File: src/rtl/ps2_rx_fifo.sv
// PS/2 device-to-host receiver: input synchronisers, clock filter, frame deframer, byte FIFO and held output stage.
// Optional parity rejection is enabled with `define PS2_RX_PARITY_CHECK_EN.
module ps2_rx_fifo #(
    parameter int FILTER_LEN  = 8,
    parameter int TIMEOUT_CYC = 4000,
    parameter int FIFO_AW     = 2,
    parameter int HOLD_CYC    = 3
) (
    input  logic       clk,
    input  logic       reset,
    input  logic       ps2_clk_i,
    input  logic       ps2_data_i,
    output logic [7:0] rx_scan_code,
    output logic       rx_data_ready,
    input  logic       rx_read,
    output logic       rx_overflow,
    output logic       rx_frame_err
);
    localparam int FW    = $clog2(FILTER_LEN + 1);
    localparam int TW    = $clog2(TIMEOUT_CYC + 1);
    localparam int HW    = $clog2(HOLD_CYC + 1);
    localparam int DEPTH = 1 << FIFO_AW;

    typedef enum logic [1:0] {S_IDLE, S_DATA, S_PARITY, S_STOP} state_t;

    logic [1:0] raw_in;
    logic [1:0] sync_in;
    assign raw_in = {ps2_data_i, ps2_clk_i};

    genvar gi;
    generate
        for (gi = 0; gi < 2; gi++) begin : g_sync
            logic meta_reg;
            logic sync_reg;
            // Lines idle high, so the synchroniser resets to 1 to avoid a fake edge.
            always_ff @(posedge clk) begin
                if (!reset) begin
                    meta_reg <= 1'b1;
                    sync_reg <= 1'b1;
                end else begin
                    meta_reg <= raw_in[gi];
                    sync_reg <= meta_reg;
                end
            end
            assign sync_in[gi] = sync_reg;
        end
    endgenerate

    logic          clk_s;
    logic          data_s;
    assign clk_s  = sync_in[0];
    assign data_s = sync_in[1];

    logic          filt_reg;
    logic          filt_prev_reg;
    logic [FW-1:0] filt_cnt_reg;
    logic          strobe;

    always_ff @(posedge clk) begin
        if (!reset) begin
            filt_reg      <= 1'b1;
            filt_prev_reg <= 1'b1;
            filt_cnt_reg  <= '0;
        end else begin
            filt_prev_reg <= filt_reg;
            if (clk_s == filt_reg) begin
                filt_cnt_reg <= '0;
            end else if (filt_cnt_reg == FW'(FILTER_LEN - 1)) begin
                filt_reg     <= clk_s;
                filt_cnt_reg <= '0;
            end else begin
                filt_cnt_reg <= filt_cnt_reg + 1'b1;
            end
        end
    end

    assign strobe = filt_prev_reg & ~filt_reg;

    state_t        state_reg;
    logic [2:0]    bit_cnt_reg;
    logic [7:0]    shift_reg;
    logic          parity_reg;
    logic [TW-1:0] tmo_reg;
    logic          parity_ok;
    logic          good_w;

`ifdef PS2_RX_PARITY_CHECK_EN
    assign parity_ok = ^{shift_reg, parity_reg};
`else
    assign parity_ok = 1'b1;
`endif

    // The stop strobe itself is the good-frame decision, so the FIFO write lands on that same edge.
    assign good_w = strobe && (state_reg == S_STOP) && data_s && parity_ok;

    always_ff @(posedge clk) begin
        if (!reset) begin
            state_reg    <= S_IDLE;
            bit_cnt_reg  <= '0;
            shift_reg    <= '0;
            parity_reg   <= 1'b0;
            tmo_reg      <= '0;
            rx_frame_err <= 1'b0;
        end else begin
            rx_frame_err <= 1'b0;
            if (state_reg == S_IDLE) begin
                tmo_reg <= '0;
                if (strobe) begin
                    if (!data_s) begin
                        state_reg   <= S_DATA;
                        bit_cnt_reg <= '0;
                    end else begin
                        rx_frame_err <= 1'b1;
                    end
                end
            end else if (strobe) begin
                tmo_reg <= '0;
                if (state_reg == S_DATA) begin
                    shift_reg   <= {data_s, shift_reg[7:1]};
                    bit_cnt_reg <= bit_cnt_reg + 1'b1;
                    if (bit_cnt_reg == 3'd7) state_reg <= S_PARITY;
                end else if (state_reg == S_PARITY) begin
                    parity_reg <= data_s;
                    state_reg  <= S_STOP;
                end else begin
                    if (!good_w) rx_frame_err <= 1'b1;
                    state_reg <= S_IDLE;
                end
            end else if (tmo_reg == TW'(TIMEOUT_CYC - 1)) begin
                rx_frame_err <= 1'b1;
                state_reg    <= S_IDLE;
                tmo_reg      <= '0;
            end else begin
                tmo_reg <= tmo_reg + 1'b1;
            end
        end
    end

    logic [7:0]       mem [DEPTH];
    logic [FIFO_AW:0] wr_ptr_reg;
    logic [FIFO_AW:0] rd_ptr_reg;
    logic [HW-1:0]    hold_reg;
    logic             empty;
    logic             full;
    logic             load_w;

    assign empty  = (wr_ptr_reg == rd_ptr_reg);
    assign full   = (wr_ptr_reg[FIFO_AW-1:0] == rd_ptr_reg[FIFO_AW-1:0]) &&
                    (wr_ptr_reg[FIFO_AW] != rd_ptr_reg[FIFO_AW]);
    assign load_w = !rx_data_ready && (hold_reg == '0) && !empty;

    always_ff @(posedge clk) begin
        if (good_w && !full) mem[wr_ptr_reg[FIFO_AW-1:0]] <= shift_reg;
    end

    always_ff @(posedge clk) begin
        if (!reset) begin
            wr_ptr_reg    <= '0;
            rd_ptr_reg    <= '0;
            hold_reg      <= '0;
            rx_scan_code  <= '0;
            rx_data_ready <= 1'b0;
            rx_overflow   <= 1'b0;
        end else begin
            rx_overflow <= good_w && full;
            if (good_w && !full) wr_ptr_reg <= wr_ptr_reg + 1'b1;
            if (load_w) begin
                rx_scan_code  <= mem[rd_ptr_reg[FIFO_AW-1:0]];
                rd_ptr_reg    <= rd_ptr_reg + 1'b1;
                rx_data_ready <= 1'b1;
            end else if (rx_data_ready && rx_read) begin
                rx_data_ready <= 1'b0;
                hold_reg      <= HW'(HOLD_CYC);
            end else if (hold_reg != '0) begin
                hold_reg <= hold_reg - 1'b1;
            end
        end
    end
endmodule
File: config.mk
export PLATFORM = sky130hd
export DESIGN_NAME = ps2_rx_fifo
export DESIGN_NICKNAME = d
export VERILOG_FILES = /design/src/rtl/ps2_rx_fifo.sv
export SDC_FILE = /design/constraint.sdc
export NUM_CORES = 1
export LEC_CHECK = 0
export ABC_AREA = 1
export CORE_UTILIZATION = 35
export CTS_CLUSTER_SIZE = 10
export DETAILED_ROUTE_END_ITERATION = 8
export DONT_BUFFER_PORTS = 1
export HOLD_SLACK_MARGIN = 0.05
export SETUP_SLACK_MARGIN = 0.2
export SKIP_LAST_GASP = 1
export SYNTH_ARGS = -nofsm -noshare
export SYNTH_HDL_FRONTEND = slang
export SYNTH_SLANG_ARGS = --single-unit
File: constraint.sdc
create_clock -name clk -period 1.8 [get_ports clk]
set_input_delay 0.18 -clock clk [delete_from_list [all_inputs] [get_ports clk]]
set_output_delay 0.18 -clock clk [all_outputs]
set_load 0.01 [all_outputs]
==> impl_metrics.ini, run 1 <==
[routing]
ant_nets = 0
drt-total-wl_um = 6770
dr_wl_met3_um = 243
met2_length_um = 3180
vias = 2644
route.layer.met1.wl_um = 3260
drc = 0
drt-wirelength-per-cell_um = 11.7
highest_layer = met4
viasPerCell = 4.55
first_pass_iters = 4
drt-initial-drc-count = 119

[clock_network]
htreeDepth = 3
numClockSinks = 86
cts_tree = built
cts-root-buf = clkbuf_8
clk_latency_ns = 0.35
ctsLongestPathBuffers = 2
cts_buffers = 9
clkTransAtPathRegs_ns = 0.09

[worst_hold_path]
min_path_cells = 4
hold_class = in -> reg
whs_endpoint = hold_reg[1]
min_from = rx_read

[timing]
period_minus_slack_ns = 1.54
hold_viol = 0
fin_skew_ns = 0.0105
fmax_ghz = 0.649
setup_viol_count_final = 0
drv_slew = 0
worst_slew_pin_slew_ns = 1.00
grt_setup_unrepaired = true
fin_tns_setup_ns = 0
slew_headroom_pct = 33.3
period_share_pct = 85.6

[setup_path]
worstPathArrival_ns = 1.80
r2r_setup_slack_ns = 0.26
start_kind = flip-flop
r2r_end = hold_reg[0]
cp_cell_sequence = inv_1 > ha_2 > inv_1 > nand2_1 > nand3_1 > nand2_1 > dlygate4sd3_1 > inv_1
ff2ff_path_depth = 8
critPathMaxFanout = 4
crit_type = reg -> reg
cp_top_family = buffers and inverters
crit_top_cell = inv_1
slowest_stage = dlygate4sd3_1
crit_path_end_kind = flip-flop
required_ns = 2.06
crit_buf_inv = 4
reg2reg_from = hold_reg[0]
slowest_delay_ns = 0.54

[synthesis]
synth_cell_types = 31
syn-instance-count = 422
synthesis.area_mm2 = 0.00369
ys_warn_count = 0
syn_nets = 441
synth-seq-area-share_pct = 55.4
avgSynthCellArea_um2 = 8.73
synth-seq-cells = 86

[floorplanning]
start_util_pct = 35.9
die_w_um = 105
boundaryPins = 16
dieArea_mm2 = 0.0109
die_h_um = 105
rows = 37
core_area_mm2 = 0.0103

[global_routing]
gr-total-overflow = 0
grt_usage_pct = 13.1
grt_pass1_vias = 2520
grt_first_pass_wirelength_um = 11300
grt_max_degree = 27
grt_antenna_before_repair = 0

[placement]
gp_congestion = 0.793
portBuffers = 0
dpl.cell_count = 556
dp_hpwl_um = 4390

[pwr]
peakVddDrop_v = 0.000462
power.leakage_nw = 1.57
cellPowerDensity_mw_per_mm2 = 1100

[run]
maxCapViolations = 0

[cells_and_area]
layoutNonFillerInstCount = 581
largest_reg_flops = 32
filler_cell_count = 1046
antenna_cells = 0
fin_nets = 459
drive_gt1_share_pct = 13.0
area_delta_synth_final_pct = 13.5

[run_status]
status = completed
-- synth_stat cells --
cell	instances	area share, %
buf_2	4	0.54
a21oi_1	10	1.4
xor2_1	10	2.4
or2_2	4	0.68
o211ai_1	3	0.61
ha_1	14	4.8
nor2_1	98	10
edfxtp_1	32	26
nor3_1	2	0.27
nand3b_1	3	0.61
inv_2	3	0.31
xnor2_1	2	0.48
a21oi_2	1	0.24
o21ai_1	2	0.27
nor4_1	1	0.17
nor2_4	1	0.31
nor3b_1	1	0.20
nand2_4	1	0.31
nand3_1	17	2.3
nand2_2	4	0.68
clkbuf_1	3	0.31
buf_8	1	0.41
o21ai_0	31	4.2
buf_4	1	0.20
dfxtp_1	54	29
buf_6	1	0.31
inv_1	45	4.6
nand2_1	68	6.9
nand3_2	1	0.27
xnor2_2	1	0.44
nand4_1	3	0.51
-- power by group --
part / total [mW] / switching [mW] / internal (mW)
Sequential: 2.31 / 0.149 / 2.16
Clock: 1.23 / 0.687 / 0.548
Combinational: 1.05 / 0.678 / 0.370
-- layout make-up --
class	instances	area (um^2)	area share, %
sequential	86	2050	49.0
multi-input combinational	278	1440	34.4
inverter	48	183	4.37
tap	136	170	4.07
timing repair buffer	17	165	3.95
clock buffer	12	145	3.47
clock inverter	4	32.5	0.778
-- what timing repair did --
item / 4_1_cts / 5_1_grt
resized for setup: 2 / 27
hold buffers: 8 / 1
pin swaps: 0 / 2
endpoints found under the setup margin: 8 / 63
hold endpoints to repair: 36 / 1
setup buffers: 0 / 1
-- metrics by stage --
step           instance area, um^2  utilization, %  worst slack [ns]  hold slack [ns]  total power [mW]
6_report                      4180            40.7             0.259            0.119              4.59
5_1_grt                       4180            40.7             0.169            0.147              4.89
4_1_cts                       4110            40.0             0.202            0.114              4.66
3_5_place_dp                  3850            37.5             0.114            0.257              3.35
3_3_place_gp                  3850            37.5             0.201            0.254              3.32
2_1_floorplan                 3690               -             0.187            0.287              3.20
-- routing by layer --
| layer | up-vias | global-route usage, % |
|---|---|---|
| li1 | 1382 | - |
| met3 | 10 | 3.62 |
| met4 | 0 | 4.23 |
| met5 | - | 0 |
| met2 | 39 | 22.0 |
| met1 | 1213 | 16.1 |
-- kinds of logic (layout without fill, tap and decap cells) --
kind of cell / after synthesis / count (layout) / share of synthesized area, %
xor+xnor: 13 / 13 / 3.29
fa+ha+maj: 14 / 14 / 4.75
simple gates: 204 / 204 / 23.2
buf+inv: 58 / 81 / 6.65
compound gates: 47 / 47 / 6.69
flops: 86 / 86 / 55.4
-- worst min-delay path: stages --
cell and delay, ns:
nand2_1 0.06, o211ai_1 0.10, nand2_1 0.05, inv_1 0.05
-- layout by cell type (no fill, tap or decap), drive strengths merged, types with 4 or more instances in the layout --
| master | count |
|---|---|
| dlygate4sd3 | 7 |
| ha | 14 |
| nor2 | 99 |
| edfxtp | 32 |
| dfxtp | 54 |
| xor2 | 10 |
| buf | 9 |
| nand3 | 18 |
| o21ai | 33 |
| or2 | 4 |
| clkbuf | 12 |
| a21oi | 11 |
| nand2 | 73 |
| inv | 49 |
-- worst max path at each step --
stage                        startpoint               to  slack, ns  depth (start not counted)
after global placement     state_reg[0]     shift_reg[2]       0.20                          9
final                       hold_reg[0]      hold_reg[0]       0.26                          8
after floorplan           wr_ptr_reg[0]        mem[0][0]       0.19                          6
after CTS                         reset  filt_cnt_reg[2]       0.20                          3
after global routing           filt_reg        mem[0][0]       0.17                          8
after detailed placement   state_reg[0]     shift_reg[1]       0.11                          9
(Power assumes the default switching activity.)
==> inputs of run 2 (changes only) <==
--- a/config.mk
+++ b/config.mk
@@ -10,7 +10,9 @@
 export CTS_CLUSTER_SIZE = 10
 export DETAILED_ROUTE_END_ITERATION = 8
 export DONT_BUFFER_PORTS = 1
+export GPL_TIMING_DRIVEN = 0
 export HOLD_SLACK_MARGIN = 0.05
+export RECOVER_POWER = 100
 export SETUP_SLACK_MARGIN = 0.2
 export SKIP_LAST_GASP = 1
 export SYNTH_ARGS = -nofsm -noshare
==> run 2 against run 1 <==
  * Clock power grew 13%
  * Cell area grew 0.54%
  * Via count rose by 0.57%
  * Critical path type unchanged
  * Sequential share of layout area down 0.38 points
  * Global-route usage rose by 0.62 points
  * Final cell count up 0.34%
==> impl_metrics.ini, run 2 (synthesized netlist as in run 1, its figures left out) <==
[timing]
slew_headroom_pct = 59.3
hold_viol = 0
fin_skew_ns = 0.0166
setup_viol_count_final = 0
fmax_ghz = 0.623
drv_slew = 0
period_share_pct = 89.2
grt_setup_unrepaired = true
period_minus_slack_ns = 1.61
worst_slew_pin_slew_ns = 0.610
fin_tns_setup_ns = 0

[pwr]
peakVddDrop_v = 0.000789
cellPowerDensity_mw_per_mm2 = 1150
power.leakage_nw = 1.60
p_total_mw = 4.83

[placement]
dp_hpwl_um = 4680
portBuffers = 0
gp_congestion = 0.731

[setup_path]
slowest_stage = dfxtp_1
slowest_delay_ns = 0.33
critPathMaxFanout = 8
cp.depth = 7
worstPathArrival_ns = 1.64
ff2ff_path_depth = 7
start_kind = flip-flop
crit_type = reg -> reg
crit_buf_inv = 2
required_ns = 1.83
cp_top_family = simple AND/OR/NAND/NOR gates
crit_path_end_kind = flip-flop
cp_cell_sequence = inv_1 > nand2_4 > inv_2 > nand2_1 > nor2_4 > nand2_4 > nor2_4

[floorplanning]
boundaryPins = 16
dieArea_mm2 = 0.0109
start_util_pct = 35.9
core_area_mm2 = 0.0103
rows = 37
die_h_um = 105
die_w_um = 105

[global_routing]
grt_antenna_before_repair = 0
grt_usage_pct = 13.7
grt_pass1_vias = 2551
gr-total-overflow = 0
grt_max_degree = 17
grt_first_pass_wirelength_um = 11800

[clock_network]
numClockSinks = 86
clk_latency_ns = 0.36
cts-root-buf = clkbuf_8
htreeDepth = 3
ctsLongestPathBuffers = 2
cts_buffers = 9
clkTransAtPathRegs_ns = 0.10
cts_tree = built

[run]
maxCapViolations = 0

[routing]
drt-initial-drc-count = 92
ant_nets = 0
vias = 2659
drt-wirelength-per-cell_um = 11.9
drt-total-wl_um = 6950
drc = 0
viasPerCell = 4.56
first_pass_iters = 4

[cells_and_area]
largest_reg_flops = 32
fin_nets = 461
layout_commonest_cell = nor2_1
final_cell_mix = nor2_1, nand2_1, dfxtp_1, inv_1, edfxtp_1
antenna_cells = 0
area_delta_synth_final_pct = 14.1
drive_gt1_share_pct = 11.4

[worst_hold_path]
min_path_cells = 2
hold_class = in -> reg

[run_status]
status = completed
==> run 2: cell types whose count changed in the layout (fill, tap and decap cells not counted), sizes merged <==
cell          previous run  this run
buf                      9        12
bufinv                   0         1
clkinv                   1         3
clkinvlp                 2         0
dlygate4sd3              7         4
dlymetal6s4s             1         0
inv                     49        51
==> run 2: what timing repair did <==
item                       4_1_cts  5_1_grt
buffers inserted                 2        3
setup endpoints to repair       40       61
pin swaps                        3        4
hold buffers                     4        0
gates resized for setup         13       13
cloned                           0        0
hold endpoints to repair         6        0
==> run 2: worst reg2reg max path, delay by kind of cell (launching register included) <==
kind | cells | cell delay [ns]
buffers and inverters | 2 | 0.23
flip-flops | 1 | 0.33
AND/OR/NAND/NOR | 5 | 0.72
==> run 2: final timing paths <==
kind | start | to | slack [ns]
worst max-delay path | filt_reg | mem[1][3] | 0.19
worst min-delay path | reset | rx_data_ready | 0.15
worst max register to register | filt_reg | mem[1][3] | 0.19
worst min register to register | g_sync[0].meta_reg | clk_s | 0.42
==> run 2: area by class of cell <==
class,count,area [um^2]
buffer,10,67.6
tap,136,170
clock buffer,9,124
sequential,86,2040
clock inverter,7,77.6
inverter,48,183
multi-input combinational,278,1450
timing repair buffer,9,90.1
fill,1020,6070
==> run 2: metal layers <==
layer  up-vias  wire (um)  track usage [%]
met4         0        103             5.63
met2        35       3310             22.8
met5         -          0                0
met1      1224       3330             16.5
li1       1388          -                -
met3        12        206             3.93
==> run 2: power breakdown <==
part | total [mW] | internal, mW | switching [mW]
clock | 1.39 | 0.659 | 0.731
combinational | 1.14 | 0.410 | 0.730
sequential | 2.30 | 2.16 | 0.148
==> run 2: metrics by stage <==
| stage | hold WS, ns | worst slack [ns] | cells | util, % | area (um^2) |
|---|---|---|---|---|---|
| 2_1_floorplan | 0.287 | 0.187 | 422 | - | 3690 |
| 3_3_place_gp | 0.288 | -0.198 | 558 | 37.5 | 3860 |
| 3_5_place_dp | 0.289 | -0.238 | 558 | 37.5 | 3860 |
| 4_1_cts | 0.141 | 0.208 | 580 | 40.6 | 4170 |
| 5_1_grt | 0.144 | 0.108 | 583 | 40.9 | 4210 |
| 6_report | 0.153 | 0.195 | 583 | 40.9 | 4210 |
